--- src/rtl/placar_pkg.sv ---
// Shared definitions for the score-keeping stage and the score display.
package placar_pkg;

  typedef enum logic [1:0] {
    OCIOSO  = 2'b00,
    JOGANDO = 2'b01,
    FIM     = 2'b10
  } estado_t;

  localparam int SCORE_W = 10;
  localparam int COMBO_W = 7;
  localparam int MULT_W  = 3;

  localparam int MAX_PLACAR_DEF = 999;
  localparam int COMBO_STEP_DEF = 10;
  localparam int MAX_MULT_DEF   = 4;
  localparam int COMBO_MAX_DEF  = 127;

  // Digit code the display stage renders as an unlit digit.
  localparam logic [3:0] BLANK_DIGIT = 4'd10;

endpackage

--- src/rtl/placar_combo.sv ---
// Combo counter plus the combinational score multiplier derived from it.
module placar_combo
  import placar_pkg::*;
#(
  parameter int COMBO_STEP = COMBO_STEP_DEF,
  parameter int MAX_MULT   = MAX_MULT_DEF,
  parameter int COMBO_MAX  = COMBO_MAX_DEF
) (
  input  logic               clk_i,
  input  logic               rst_ni,
  input  logic               clear_i,
  input  logic               hit_i,
  input  logic               miss_i,
  output logic [COMBO_W-1:0] combo_o,
  output logic [MULT_W-1:0]  mult_o
);

  logic [COMBO_W-1:0] combo_q, combo_d;
  logic [COMBO_W-1:0] quot_c;
  logic [COMBO_W:0]   mult_full_c;

  // Next combo: clear/miss zero it, a hit counts up and sticks at the ceiling.
  always_comb begin
    combo_d = combo_q;
    if (clear_i || miss_i) begin
      combo_d = '0;
    end else if (hit_i) begin
      if (combo_q != COMBO_W'(COMBO_MAX)) combo_d = combo_q + COMBO_W'(1);
    end
  end

  // Combo register.
  always_ff @(posedge clk_i or negedge rst_ni) begin
    if (!rst_ni) combo_q <= '0;
    else         combo_q <= combo_d;
  end

  // Multiplier from the pre-hit combo: 1 + combo/STEP, capped at MAX_MULT.
  always_comb begin
    quot_c      = combo_q / COMBO_W'(COMBO_STEP);
    mult_full_c = {1'b0, quot_c} + (COMBO_W+1)'(1);
    if (mult_full_c > (COMBO_W+1)'(MAX_MULT)) mult_o = MULT_W'(MAX_MULT);
    else                                      mult_o = mult_full_c[MULT_W-1:0];
  end

  assign combo_o = combo_q;

endmodule

--- src/rtl/placar.sv ---
// Score keeper: game FSM, saturating score adder and best-score register.
module placar
  import placar_pkg::*;
#(
  parameter int MAX_PLACAR = MAX_PLACAR_DEF,
  parameter int COMBO_STEP = COMBO_STEP_DEF,
  parameter int MAX_MULT   = MAX_MULT_DEF,
  parameter int COMBO_MAX  = COMBO_MAX_DEF
) (
  input  logic               CLOCK_50,
  input  logic               reset,
  input  logic               iniciar,
  input  logic               acerto,
  input  logic               erro,
  input  logic               fim_jogo,
  output logic [SCORE_W-1:0] placarAtual,
  output logic [SCORE_W-1:0] placarMaximo,
  output logic [COMBO_W-1:0] combo,
  output logic [1:0]         estado,
  output logic               novo_recorde
);

  estado_t            state_q, state_d;
  logic [SCORE_W-1:0] score_q, score_d;
  logic [SCORE_W-1:0] best_q, best_d;
  logic               rec_q, rec_d;
  logic               clear_c, hit_c, miss_c;
  logic [MULT_W-1:0]  mult;
  logic [SCORE_W:0]   sum_c;

  placar_combo #(
    .COMBO_STEP (COMBO_STEP),
    .MAX_MULT   (MAX_MULT),
    .COMBO_MAX  (COMBO_MAX)
  ) u_combo (
    .clk_i   (CLOCK_50),
    .rst_ni  (reset),
    .clear_i (clear_c),
    .hit_i   (hit_c),
    .miss_i  (miss_c),
    .combo_o (combo),
    .mult_o  (mult)
  );

  // State register.
  always_ff @(posedge CLOCK_50 or negedge reset) begin
    if (!reset) state_q <= OCIOSO;
    else        state_q <= state_d;
  end

  // Next state: iniciar always (re)enters JOGANDO, fim_jogo only ends a live game.
  always_comb begin
    state_d = state_q;
    unique case (state_q)
      OCIOSO:  if (iniciar) state_d = JOGANDO;
      JOGANDO: if (iniciar) state_d = JOGANDO;
               else if (fim_jogo) state_d = FIM;
      FIM:     if (iniciar) state_d = JOGANDO;
      default: state_d = OCIOSO;
    endcase
  end

  // Event strobes with priority iniciar > fim_jogo > erro > acerto.
  always_comb begin
    clear_c = iniciar;
    hit_c   = 1'b0;
    miss_c  = 1'b0;
    if (state_q == JOGANDO && !iniciar && !fim_jogo) begin
      miss_c = erro;
      hit_c  = acerto && !erro;
    end
  end

  // Score, best score and record flag; the sum is one bit wider so it cannot wrap.
  always_comb begin
    sum_c   = {1'b0, score_q} + (SCORE_W+1)'(mult);
    score_d = score_q;
    best_d  = best_q;
    rec_d   = rec_q;
    if (clear_c) begin
      score_d = '0;
      rec_d   = 1'b0;
    end else if (hit_c) begin
      if (sum_c > (SCORE_W+1)'(MAX_PLACAR)) score_d = SCORE_W'(MAX_PLACAR);
      else                                  score_d = sum_c[SCORE_W-1:0];
    end
    // Strictly greater only: a tie with the best score is not a new record.
    if (score_d > best_q) begin
      best_d = score_d;
      rec_d  = 1'b1;
    end
  end

  // Score registers.
  always_ff @(posedge CLOCK_50 or negedge reset) begin
    if (!reset) begin
      score_q <= '0;
      best_q  <= '0;
      rec_q   <= 1'b0;
    end else begin
      score_q <= score_d;
      best_q  <= best_d;
      rec_q   <= rec_d;
    end
  end

  assign placarAtual  = score_q;
  assign placarMaximo = best_q;
  assign estado       = state_q;
  assign novo_recorde = rec_q;

endmodule

--- config.mk ---
export PLATFORM = sky130hd
export DESIGN_NAME = placar
export DESIGN_NICKNAME = d
export VERILOG_FILES = /design/src/rtl/placar_pkg.sv /design/src/rtl/placar_combo.sv /design/src/rtl/placar.sv
export SDC_FILE = /design/constraint.sdc
export NUM_CORES = 1
export LEC_CHECK = 0
export BUFFER_PORTS_ARGS = -buffer_cell sky130_fd_sc_hd__buf_2
export CORE_ASPECT_RATIO = 0.75
export CORE_MARGIN = 5
export CORE_UTILIZATION = 50
export CTS_CLUSTER_SIZE = 30
export DETAILED_ROUTE_END_ITERATION = 7
export PLACE_DENSITY = 0.72
export SETUP_SLACK_MARGIN = 0.5
export SLEW_MARGIN = 20
export SYNTH_ARGS = -nofsm -noshare
export SYNTH_HDL_FRONTEND = slang
export SYNTH_SLANG_ARGS = --single-unit
--- constraint.sdc ---
create_clock -name CLOCK_50 -period 10.4 [get_ports CLOCK_50]
set_input_delay 0 -clock CLOCK_50 [delete_from_list [all_inputs] [get_ports CLOCK_50]]
set_output_delay 0 -clock CLOCK_50 [all_outputs]
set_load 0.02 [all_outputs]
Word-level counts from Yosys, hierarchy flattened
Cells that the tools add are included.

$add $sub $neg: 3. Div/mod/pow operators: 1. $lt $le $gt $ge: 3. Eq/ne operators: 5. Mux-type cells: 15. Reduce and logical (&&, ||, !) cells: 14.

Operators with widths (count): 10-bit two-way mux (3); 7-bit two-way mux (3); 10-bit by 3-bit adder with 11-bit output (1); 11-bit by 10-bit greater-than comparator with 1-bit output (second input constant) (1); 10-bit greater-than comparator (1); 7-bit by 1-bit adder with 8-bit output (second input constant) (1); 8-bit by 3-bit greater-than comparator with 1-bit output (second input constant) (1); 7-bit by 1-bit adder with 7-bit output (second input constant) (1); 7-bit by 4-bit divider with 7-bit output (second input constant) (1); 7-bit != test (second input constant) (1); 2-bit two-way mux (3); 2-bit nonzero test (3); 1-bit two-way mux (4); 2-bit one-hot mux with 2 select lines (1); 2-bit AND reduction (2); 1-bit logical AND (3); 1-bit logical NOT (3); 3-bit two-way mux (1); 3-bit != test (second input constant) (1); 2-bit by 1-bit == test with 1-bit output (second input constant) (1); 2-bit == test (second input constant) (1); 2-bit logical NOT (1); 2-bit by 1-bit != test with 1-bit output (second input constant) (1); 2-bit OR reduction (1); 1-bit logical OR (1).

Flip-flop bits (word level): 30. Output and inout bits: 30. Logic and storage cells: 46.

Logic depth before layout (Yosys ltp)
Depth in word-level cells: 11. Gate-level depth with buffers: 25. Mapped depth without buffers: 24.

Modules after synthesis
Synthesis repeated with hierarchy kept, for this count alone.

Cell total of the unflattened synthesis: 229. Area total of the unflattened synthesis: 2198.4 sq um.

By module, submodules not included: placar (instances 1, cells each 153, area each 1540.2 sq um); placar_combo (instances 1, cells each 76, area each 658.1 sq um).

Worst setup path after synthesis
OpenSTA, ideal clock, no wires.

Kind: register -> register. Start: register u_combo.combo_q[0] (netlist: u_combo.combo_o[0]). End: register best_q[5] (netlist: placarMaximo[5]). Arrival time: 5225 ps. Required time: 10275 ps. Setup slack: 5051 ps. Stages on the path, launching flop included: 25. Period minus slack after synthesis: 5349 ps. Path through: dfrtp_1 inv_1 ha_1 nor2_2 o21ai_0 a21o_1 a221o_1 a211o_1 nor3_1 ha_1 inv_1 fa_1 and2b_1 o211ai_1 a31o_2 o21ai_2 a311o_1 inv_1 ha_1 nand2_1 nor3_1 a221oi_1 a32oi_1 buf_2 mux2_2.

Word-level cells in the longest chain between the ends: 10.

Ends and longest elaborated chain: from (decl) (RTL line placar_combo.sv:18) `logic [COMBO_W-1:0] combo_q, combo_d;`; from (signal assigned) (RTL line placar_combo.sv:35) `else combo_q <= combo_d;`; 7-bit by 4-bit divider with 7-bit output * (RTL line placar_combo.sv:40) `quot_c = combo_q / COMBO_W'(COMBO_STEP);`; 7-bit by 1-bit adder with 8-bit output * (RTL line placar_combo.sv:41) `mult_full_c = {1'b0, quot_c} + (COMBO_W+1)'(1);`; 8-bit by 3-bit greater-than comparator with 1-bit output (RTL line placar_combo.sv:42) `if (mult_full_c > (COMBO_W+1)'(MAX_MULT)) mult_o = MULT_W'(MAX_MULT);`; 3-bit two-way mux * (RTL line placar_combo.sv:42); 10-bit by 3-bit adder with 11-bit output * (RTL line placar.sv:76) `sum_c = {1'b0, score_q} + (SCORE_W+1)'(mult);`; 11-bit by 10-bit greater-than comparator with 1-bit output (RTL line placar.sv:84) `if (sum_c > (SCORE_W+1)'(MAX_PLACAR)) score_d = SCORE_W'(MAX_PLACAR);`; 10-bit two-way mux * (RTL line placar.sv:84); 10-bit two-way mux * (RTL line placar.sv:83) `end else if (hit_c) begin`; 10-bit two-way mux * (RTL line placar.sv:80) `if (clear_c) begin`; named net score_d[2] (RTL line placar.sv:24) `logic [SCORE_W-1:0] score_q, score_d;`; 10-bit greater-than comparator * (RTL line placar.sv:88) `if (score_d > best_q) begin`; to (signal assigned) (RTL line placar.sv:102) `best_q <= best_d;`; to (decl) (RTL line placar.sv:25) `logic [SCORE_W-1:0] best_q, best_d;`.

Mark *: on every way through the listed nets, which the timed path passes. The rest lies on a longest branch. A chain may end at the register's enable or synchronous reset.

Worst setup path in the final report
Start: register u_combo.combo_q[0] (netlist: u_combo.combo_o[0]). End: register best_q[7] (netlist: placarMaximo[7]).

Same word-level chain as after synthesis.

==> run_summary.xml <==
<?xml version="1.0" encoding="UTF-8"?>
<metrics>
  <group name="setup_path">
    <metric name="critPathBufInv" unit="">2</metric>
    <metric name="critical_path.max_fanout" unit="">9</metric>
    <metric name="slowest_stage_delay_on_critical_path" unit="ns">0.45</metric>
    <metric name="critPathKind" unit="">reg -&gt; reg</metric>
    <metric name="crit_path_start_kind" unit="">flop</metric>
    <metric name="timing.critical_path.to_type" unit="">flop</metric>
    <metric name="slowest_stage_cell_cp" unit="">sky130_fd_sc_hd__a32oi_1</metric>
    <metric name="critical_path.top_delay_family" unit="">compound AO/OA/AOI/OAI gates</metric>
    <metric name="worstPathCellList" unit="">inv_1 -&gt; ha_1 -&gt; nor2_2 -&gt; o21ai_0 -&gt; a21o_1 -&gt; a221o_1 -&gt; a211o_1 -&gt; ha_1 -&gt; or3_1 -&gt; ha_1 -&gt; a211o_1 -&gt; and3_4 -&gt; nor3_2 -&gt; o21ai_2 -&gt; a22oi_1 -&gt; nand2_1 -&gt; ha_1 -&gt; nand2_1 -&gt; nor3_1 -&gt; a221oi_1 -&gt; a32oi_1 -&gt; buf_4 -&gt; mux2_2</metric>
    <metric name="worst-endpoint-arrival" unit="ns">5.98</metric>
    <metric name="critical_path_required" unit="ns">10.56</metric>
    <metric name="cp_common_cell" unit="">sky130_fd_sc_hd__ha_1</metric>
  </group>
  <group name="place">
    <metric name="placedInstanceArea" unit="mm^2">0.00230</metric>
    <metric name="dp_hpwl" unit="mm">3.62</metric>
    <metric name="portBuffers" unit="">35</metric>
    <metric name="routabilityCongestion" unit="">0.910</metric>
  </group>
  <group name="global_routing">
    <metric name="grt_pass1_wl" unit="mm">7.94</metric>
    <metric name="vias_in_the_first_global_route" unit="">1608</metric>
    <metric name="grt_use_total" unit="%">18.2</metric>
    <metric name="grt_start_max_net_pins" unit="">31</metric>
    <metric name="grt_overflow" unit="">0</metric>
    <metric name="number_of_antenna_violations_at_the_first_check_in_global_routing" unit="">0</metric>
  </group>
  <group name="power">
    <metric name="total_leakage_power" unit="nW">1.21</metric>
    <metric name="max_ir_drop_vdd" unit="mV">0.117</metric>
    <metric name="power.total" unit="mW">0.333</metric>
    <metric name="cellPowerDensity" unit="mW/mm^2">139</metric>
  </group>
  <group name="drt">
    <metric name="via_count" unit="">1780</metric>
    <metric name="drt_drc_violations_left" unit="">0</metric>
    <metric name="vias_per_cell" unit="">5.53</metric>
    <metric name="dr.first_iter.drc_count" unit="">177</metric>
    <metric name="dr.pass1.iters" unit="">4</metric>
    <metric name="route.final.wire_length" unit="mm">4.70</metric>
    <metric name="route.detailed.wl_per_inst" unit="um">14.6</metric>
    <metric name="ant_nets" unit="">0</metric>
  </group>
  <group name="sta">
    <metric name="final_count_of_pins_violating_max_slew" unit="">0</metric>
    <metric name="rsz0062_at_grt" unit="">no</metric>
    <metric name="tightest_slew" unit="ns">0.658</metric>
    <metric name="layout_min_cycle_time" unit="ns">5.82</metric>
    <metric name="slew_headroom" unit="%">56.1</metric>
    <metric name="setup_violation_total_in_the_final_timing_report" unit="">0</metric>
    <metric name="final.setup_skew" unit="ns">0.00174</metric>
    <metric name="tns" unit="ns">0</metric>
    <metric name="timing.fmax" unit="MHz">172</metric>
    <metric name="hold_viol_final" unit="">0</metric>
    <metric name="fin_worst_hold_slack" unit="ns">0.0313</metric>
    <metric name="timing.final.crit_share" unit="%">55.9</metric>
  </group>
  <group name="die">
    <metric name="initial_core_util" unit="%">51.7</metric>
    <metric name="design.die.area" unit="mm^2">0.00560</metric>
    <metric name="floorplan.die.width" unit="um">84.8</metric>
    <metric name="design.core.area" unit="mm^2">0.00405</metric>
    <metric name="placement_rows" unit="">20</metric>
    <metric name="die_h" unit="um">66.1</metric>
    <metric name="io_pins" unit="">36</metric>
  </group>
  <group name="clock_tree">
    <metric name="cts_buffer_depth" unit="">2</metric>
    <metric name="ctsHtreeMaxLevel" unit="">2</metric>
    <metric name="cts_repair_resize_count" unit="">0</metric>
    <metric name="cts_root_buf" unit="">sky130_fd_sc_hd__clkbuf_8</metric>
    <metric name="number_of_cts_inserted_buffers" unit="">5</metric>
    <metric name="cts_tree" unit="">yes</metric>
    <metric name="clkTransAtPathRegs" unit="ns">0.06</metric>
    <metric name="cts_num_sinks" unit="">30</metric>
    <metric name="clock_latency" unit="ns">0.28</metric>
  </group>
  <group name="logic_synthesis">
    <metric name="synth.lib_cells_used.distinct" unit="">54</metric>
    <metric name="yosys-top-cells-count" unit="">30 x sky130_fd_sc_hd__dfrtp_1, 24 x sky130_fd_sc_hd__inv_1, 23 x sky130_fd_sc_hd__nor2_1</metric>
    <metric name="synthesized_flop_and_latch_total" unit="">30</metric>
    <metric name="synth.avg_cell_area" unit="um^2">9.08</metric>
    <metric name="synth_enable_flop_cells" unit="">0</metric>
    <metric name="post_synth_main_area_contributors" unit="">sky130_fd_sc_hd__dfrtp_1 36%, sky130_fd_sc_hd__ha_1 10%, sky130_fd_sc_hd__inv_1 4.3%, sky130_fd_sc_hd__nor2_1 4.1%, sky130_fd_sc_hd__mux2_2 3.2%</metric>
    <metric name="yosysTopAreaCellShare" unit="%">35.8</metric>
    <metric name="synth_async_sr_flop_share" unit="%">100</metric>
    <metric name="synth-main-ff-cell" unit="">sky130_fd_sc_hd__dfrtp_1</metric>
    <metric name="syn-num-nets" unit="">255</metric>
    <metric name="postSynthCellCount" unit="">231</metric>
    <metric name="synthDominantAreaCellType" unit="">sky130_fd_sc_hd__dfrtp_1</metric>
    <metric name="synth.yosys.seq_area_share" unit="%">35.8</metric>
    <metric name="synth_area" unit="mm^2">0.00210</metric>
    <metric name="yosysWarnings" unit="">0</metric>
    <metric name="synth.most_common_cell" unit="">sky130_fd_sc_hd__dfrtp_1</metric>
  </group>
  <group name="cells_and_area">
    <metric name="fin_util" unit="%">59.1</metric>
    <metric name="nets" unit="">290</metric>
    <metric name="antenna-diode-count" unit="">0</metric>
    <metric name="flow.area_growth_from_synthesis" unit="%">14.3</metric>
    <metric name="postLayoutCellArea" unit="mm^2">0.00240</metric>
    <metric name="post_route_cells_drive_above_1_share" unit="%">21.7</metric>
  </group>
  <group name="run">
    <metric name="cap_viol_max_count" unit="">0</metric>
  </group>
  <group name="hold_path">
    <metric name="hold_path_class" unit="">in -&gt; reg</metric>
  </group>
  <group name="status">
    <metric name="run_status" unit="">finished clean</metric>
  </group>
</metrics>
## report_power, final
group	leakage, nW	switching [mW]	internal [mW]
logic	0.753	0.0595	0.0433
clock network	0.0482	0.0429	0.0533
registers	0.411	0.00679	0.127
total	1.21	0.109	0.224
## what timing repair did
action | CTS | global route
hold buffers | 1 | 0
hold endpoints to repair | 30 | 0
buffers inserted | 0 | 0
## layout by cell type (no fill, tap or decap), drive strengths merged, types with 3 or more instances in the layout
| cell | instances |
|---|---|
| a21o | 6 |
| a21oi | 12 |
| a31oi | 3 |
| and3 | 5 |
| buf | 36 |
| clkbuf | 7 |
| dfrtp | 30 |
| ha | 17 |
| inv | 24 |
| mux2 | 7 |
| mux2i | 4 |
| nand2 | 16 |
| nand2b | 4 |
| nand3 | 6 |
| nand4 | 5 |
| nor2 | 24 |
| nor3 | 7 |
| o21a | 3 |
| o21ai | 10 |
| xor2 | 5 |
## registers in the layout (all words and copies together) (netlist names)
signal           count
placarMaximo        10
u_combo.combo_o      7
novo_recorde         1
estado               2
placarAtual         10
## cell families after synthesis
logic type | Yosys count | synth area share [%]
multiplexers | 11 | 5.85
adder cells (fa/ha/maj) | 19 | 11.6
AND/OR/NAND/NOR | 77 | 18.7
buffers and inverters | 33 | 6.80
AO/OA/AOI/OAI | 54 | 18.3
flip-flops | 30 | 35.8
XOR/XNOR | 7 | 2.92
## worst paths after layout
check	start	to	slack, ns	depth (start not counted)
min in group asynchronous	reset	u_combo.combo_o[3]$_DFFE_PN0P_	0.29	2
max in group asynchronous	reset	placarMaximo[4]$_DFFE_PN0N_	9.68	2
worst max-delay path	u_combo.combo_o[0]$_DFFE_PN0P_	placarMaximo[7]$_DFFE_PN0N_	4.58	23
worst min register to register	novo_recorde$_DFFE_PN0P_	novo_recorde$_DFFE_PN0P_	0.50	1
worst min-delay path	iniciar	estado[1]$_DFFE_PN0P_	0.03	2
worst max register to register	u_combo.combo_o[0]$_DFFE_PN0P_	placarMaximo[7]$_DFFE_PN0N_	4.58	23
## metal layers
layer,track usage (%),wire (um),vias to the layer above
li1,-,-,886
met5,0,0,-
met4,6.92,53,0
met3,4.36,238,4
met2,25.7,2000,41
met1,26.6,2410,849
## cell type report
class | count | area (um^2)
inverters | 24 | 90.1
multi-input cells | 168 | 1200
fillers | 363 | 1660
flip-flops and latches | 30 | 751
clock inverters | 1 | 5.00
clock buffers | 7 | 86.3
repair buffers | 37 | 193
well taps | 55 | 68.8
## per-stage QoR
stage	setup WS, ns	instances
final	4.58	322
after global routing	4.10	322
after CTS	4.61	322
after detailed placement	4.63	313
after global placement	4.79	313
after floorplan	5.05	231
No activity file was read; power rests on OpenSTA's default activity.
